<file path="src/rtl/pc_ras_unit.sv">
// Program counter with next-PC selection (increment, branch, call, return)
// and a circular return-address stack that drives the fetch address.
module pc_ras_unit #(
    parameter int             AW        = 8,
    parameter int             RAS_DEPTH = 4,
    parameter logic [AW-1:0]  RST_VEC   = '0
) (
    input  logic                           clk,
    input  logic                           rst,
    input  logic                           en,
    input  logic                           br_taken,
    input  logic                           call,
    input  logic                           ret,
    input  logic [AW-1:0]                  br_target,
    output logic [AW-1:0]                  pc,
    output logic [AW-1:0]                  ras_top,
    output logic [$clog2(RAS_DEPTH+1)-1:0] ras_count,
    output logic                           ras_ovf,
    output logic                           ras_udf
);

    localparam int CW = $clog2(RAS_DEPTH + 1);
    localparam int PW = $clog2(RAS_DEPTH);

    logic [AW-1:0] stack [RAS_DEPTH];
    logic [PW-1:0] tp, tp_inc, tp_dec, tp_nxt;
    logic [CW-1:0] count_nxt;
    logic [AW-1:0] pc_inc, pc_nxt;
    logic          full, empty;
    logic          push, pop, replace, set_ovf, set_udf;

    assign pc_inc  = pc + AW'(1);
    assign full    = (ras_count == CW'(RAS_DEPTH));
    assign empty   = (ras_count == '0);
    // The stored value under tp is stale once the stack drains, so mask it.
    assign ras_top = empty ? '0 : stack[tp];

    // Pointer arithmetic wraps explicitly so non-power-of-two depths work.
    always_comb begin
        tp_inc = (tp == PW'(RAS_DEPTH - 1)) ? '0 : tp + PW'(1);
        tp_dec = (tp == '0) ? PW'(RAS_DEPTH - 1) : tp - PW'(1);
    end

    // Next-PC selection and stack operation decode; call/ret override br_taken.
    always_comb begin
        pc_nxt  = pc_inc;
        push    = 1'b0;
        pop     = 1'b0;
        replace = 1'b0;
        set_udf = 1'b0;
        if (call && ret) begin
            pc_nxt = br_target;
            if (empty) begin
                // Tail call with nothing to return from degrades to a call.
                push    = 1'b1;
                set_udf = 1'b1;
            end else begin
                replace = 1'b1;
            end
        end else if (call) begin
            pc_nxt = br_target;
            push   = 1'b1;
        end else if (ret) begin
            if (empty) begin
                set_udf = 1'b1;
            end else begin
                pc_nxt = stack[tp];
                pop    = 1'b1;
            end
        end else if (br_taken) begin
            pc_nxt = br_target;
        end
        set_ovf = push && full;
    end

    // Pointer and occupancy update; a push while full overwrites the oldest
    // slot, which is simply the next slot around the ring.
    always_comb begin
        tp_nxt    = tp;
        count_nxt = ras_count;
        if (push) begin
            tp_nxt = tp_inc;
            if (!full) count_nxt = ras_count + CW'(1);
        end else if (pop) begin
            tp_nxt    = tp_dec;
            count_nxt = ras_count - CW'(1);
        end
    end

    // Control state: PC, pointer, count and sticky flags.
    always_ff @(posedge clk) begin
        if (rst) begin
            pc        <= RST_VEC;
            tp        <= '0;
            ras_count <= '0;
            ras_ovf   <= 1'b0;
            ras_udf   <= 1'b0;
        end else if (en) begin
            pc        <= pc_nxt;
            tp        <= tp_nxt;
            ras_count <= count_nxt;
            if (set_ovf) ras_ovf <= 1'b1;
            if (set_udf) ras_udf <= 1'b1;
        end
    end

    // Stack storage needs no reset; entries are only read while count > 0.
    always_ff @(posedge clk) begin
        if (!rst && en) begin
            if (push)
                stack[tp_inc] <= pc_inc;
            else if (replace)
                stack[tp] <= pc_inc;
        end
    end

endmodule

</file>
<file path="config.mk">
export PLATFORM = sky130hd
export DESIGN_NAME = pc_ras_unit
export DESIGN_NICKNAME = d
export VERILOG_FILES = /design/src/rtl/pc_ras_unit.sv
export SDC_FILE = /design/constraint.sdc
export NUM_CORES = 1
export LEC_CHECK = 0
export CORE_ASPECT_RATIO = 1.1
export CORE_UTILIZATION = 60
export CTS_BUF_LIST = sky130_fd_sc_hd__clkbuf_8
export DETAILED_ROUTE_END_ITERATION = 10
export PLACE_DENSITY = 0.95
export RECOVER_POWER = 25
export SYNTH_ARGS = -nofsm -noshare
export SYNTH_HDL_FRONTEND = slang
export SYNTH_SLANG_ARGS = --single-unit
</file>
<file path="constraint.sdc">
create_clock -name clk -period 8.6 [get_ports clk]
set_clock_uncertainty 0.05 [all_clocks]
set_input_delay 2.58 -clock clk [delete_from_list [all_inputs] [get_ports clk]]
set_output_delay 2.58 -clock clk [all_outputs]
set_load 0.1 [all_outputs]
</file>
==> summary.md <==
| Metric | Value |
|---|---|
| Run status | `finished, final reports clean` |
| Power density over the cells | `212 mW/mm^2` |
| Sort of element at the start of the critical path | `register` |
| Std-Cell Core Area | `about 0.0037 mm^2` |
| Top Ports | `35` |
| Setup slack of the worst register-to-register path | `5.76 ns` |
| Clock period minus final worst setup slack | `5.36 ns` |
| Die Outline Area | `0.00430 mm^2` |
| Max-slew violations | `0` |
| Type of the worst setup path | `register to primary output` |
| Post-detailed-route count of antenna-violating nets | `0` |
| Area contributors post-synth | `sky130_fd_sc_hd__edfxtp_1, sky130_fd_sc_hd__dfxtp_1, sky130_fd_sc_hd__mux4_2` |
| Worst-path fanout max | `8` |
| Layout overhead on the synthesized area | `17.8%` |
| Commonest cells after routing, fill and taps aside | `sky130_fd_sc_hd__clkdlybuf4s50_1, sky130_fd_sc_hd__edfxtp_1, sky130_fd_sc_hd__dfxtp_1` |
| Post_cts resized | `0` |
| Hold Path Class | `register to register` |
| Top_reg_cell synth | `sky130_fd_sc_hd__edfxtp_1` |
| Worst path required time | `5.97 ns` |
| Wire per inst | `approximately 19 um` |
| Number of buffers inserted by hold repair at cts | `0` |
| Total half-perimeter wirelength after legalization and detailed placement | `3.93 mm` |
| Worst Hold Launch | `ras_udf` |
| DIE HEIGHT | `68.7 um` |
| Element type at the critical path end | `primary output` |
| Unrepaired setup endpoints after global routing | `no` |
| Sum of negative setup slack | `0 ns` |
| Drt via density | `6.54` |
| Netlist area before placement | `0.00242 mm^2` |
| Input/output buffers | `34` |
| Total of warnings raised by yosys | `0` |
| Maximum clock insertion buffer count | `2` |
| Clock tree from TritonCTS | `yes` |
| Hold Crit Endpoint | `ras_udf` |
| DRC violations left | `0` |
| Async set-or-reset flop fraction in the synthesized netlist | `0%` |
| Level count of the clock H-tree | `2` |
| Endpoints failing setup | `0` |
| Worst IR Drop VDD | `0.138 mV` |
| Leakage power summed over all cells | `0.931 nW` |
| R2r startpoint | `ras_count[0]` |
| Cell count after placement | `281` |
| Terminus of the critical flop-to-flop path | `ras_count[2]` |
| Worst Tran Pin Value | `about 0.98 ns` |
| Max-cap check violation count | `0` |
| TritonCTS sink count | `49` |
| Clk Tree Root Cell | `sky130_fd_sc_hd__clkbuf_8` |
| Post-synthesis average cell area | `11.7 um^2` |
| Detailed Route Iter0 Violations | `153` |
| Most area-hungry cell type in the Yosys netlist | `sky130_fd_sc_hd__edfxtp_1` |
| Ratio of cells with drive above 1 in the final layout | `9.62%` |
| Maximum number of pins on one net before global-route repair | `27` |
| Total overflow reported by the global router | `0` |
| Inserted Diodes | `0` |
| Total number of placement rows | `23` |
| Die extent in x | `roughly 63 um` |
| Syn_nets | `226` |
| Number of synthesized flops with an enable pin | `32` |
| Slowest library cell on the worst path | `sky130_fd_sc_hd__clkdlybuf4s50_1` |
| Clock-pin slew on the worst setup and hold paths | `0.09 ns` |
| Global-route wire length before repair | `8.93 mm` |
| Period Utilization, post-route | `62.3%` |
| Via count of the first global-routing pass | `1769` |
| Number of buffers created by CTS | `5` |
| Non-Filler Instances | `289` |
| Worst-Skew Late Latency | `0.30 ns` |
| Routed vias | `approximately 1900` |
| Max incr delay on CP | `around 0.97 ns` |
| Share of Yosys cell area claimed by the top area cell type | `39.6%` |
| Worst reg-to-reg path cell count | `7` |
| Cell count after synthesis | `between 200 and 250` |
| Number of cells on the worst hold path | `2` |
| Initial core utilization | `64.8%` |
| Buffers inserted during post-CTS setup optimization | `0` |
| Number of antenna violations at the first check in global routing | `0` |
| Final layout net count | `256` |
| Worst endpoint data arrival time | `2.73 ns` |
| Relative slew slack | `34.6%` |
| Maximum clock rate | `roughly 190 MHz` |
| Seq/Total Area, Yosys | `53.7%` |
| Placer Congestion | `0.940` |
| First-pass detailed-route iteration total | `5` |
| Worst-path cell chain | `mux4_2 -> nor2b_1 -> clkdlybuf4s50_1` |
| Routed WL | `5.47 mm` |
| Final hold viol count | `0` |
| Number of library cell types mapped by synthesis | `52` |
| Overall fraction of global-route tracks in use | `28.7%` |
| Register bit total from synthesis | `49` |
| Most frequent standard cell in the layout excluding fill and tap cells | `sky130_fd_sc_hd__clkdlybuf4s50_1` |
through the flow:
step | worst slack (ns) | util [%] | power (mW) | area (um^2) | hold WS [ns]
after global routing | 3.09 | 76.3 | 0.626 | 2860 | 0.484
after global placement | 3.38 | 74.0 | 0.474 | 2770 | 0.416
after floorplan | 3.21 | - | 0.432 | 2420 | 0.492
after detailed placement | 3.27 | 74.0 | 0.478 | 2770 | 0.424
final | 3.24 | 76.3 | 0.607 | 2860 | 0.441
after CTS | 3.20 | 76.3 | 0.604 | 2860 | 0.441
cell usage after synthesis, types with 3 or more instances:
library cell,number
sky130_fd_sc_hd__nand3b_1,3
sky130_fd_sc_hd__o31ai_1,4
sky130_fd_sc_hd__edfxtp_1,32
sky130_fd_sc_hd__a221oi_1,3
sky130_fd_sc_hd__clkbuf_1,4
sky130_fd_sc_hd__mux4_2,8
sky130_fd_sc_hd__nand2_1,10
sky130_fd_sc_hd__a211oi_1,3
sky130_fd_sc_hd__nor2_1,16
sky130_fd_sc_hd__o21ai_0,4
sky130_fd_sc_hd__inv_1,4
sky130_fd_sc_hd__a21oi_1,13
sky130_fd_sc_hd__o32ai_1,3
sky130_fd_sc_hd__o21ai_1,5
sky130_fd_sc_hd__nor3_1,8
sky130_fd_sc_hd__nand3_1,7
sky130_fd_sc_hd__dfxtp_1,17
sky130_fd_sc_hd__ha_1,4
sky130_fd_sc_hd__nor2b_1,9
sky130_fd_sc_hd__xnor2_1,4
sky130_fd_sc_hd__buf_2,4
layout make-up:
| cell class | instances | area [um^2] |
|---|---|---|
| flip-flops and latches | 49 | 1300 |
| multi-input cells | 142 | 1040 |
| fillers | 234 | 886 |
| repair buffers | 35 | 348 |
| clock buffers | 5 | 68.8 |
| well taps | 50 | 62.6 |
| clock inverters | 3 | 18.8 |
| inverters | 5 | 18.8 |
where the power goes:
group | switching [mW] | internal (mW)
Combinational | 0.138 | 0.0585
Sequential | 0.0146 | 0.264
Clock | 0.0752 | 0.0562
Total | 0.228 | 0.379
how the worst max path moves through the flow:
stage                       from  slack (ns)            to
floorplan           ras_count[0]        3.21    ras_top[1]
finish                  register        3.24    ras_top[4]
CTS                     register        3.20    ras_top[4]
global placement            call        3.38  ras_count[2]
global route            register        3.09    ras_top[4]
detailed placement          call        3.27  ras_count[2]
metal layers:
layer | up-vias | track usage, % | routed length, um
met3 | 24 | 4.77 | 467
li1 | 855 | - | -
met1 | 903 | 34.9 | 2150
met5 | - | 0 | 0
met4 | 0 | 14.8 | 149
met2 | 107 | 50.4 | 2710
critical path, delay by kind of cell (launching register included):
family	cells	cell delay, ns
buf+inv	1	0.97
simple gates	1	0.15
flops	1	0.68
mux	1	0.63
kinds of logic after synthesis:
group                      after synthesis  share of synthesized area (%)
AOI/OAI and AO/OA                       50                           14.2
buffers and inverters                   17                           3.51
xor gates and xnor gates                 6                           2.17
muxes                                   12                           9.19
and+or+nand+nor                         70                           15.1
DFF                                     49                           53.7
adders and majority gates                4                           2.07
registers in the layout, indices dropped and copies added (netlist names), named ones only:
name / cells
pc: 8
ras_count: 3
stack: 32
ras_ovf: 1
tp: 2
ras_udf: 1
(Power assumes the default switching activity.)
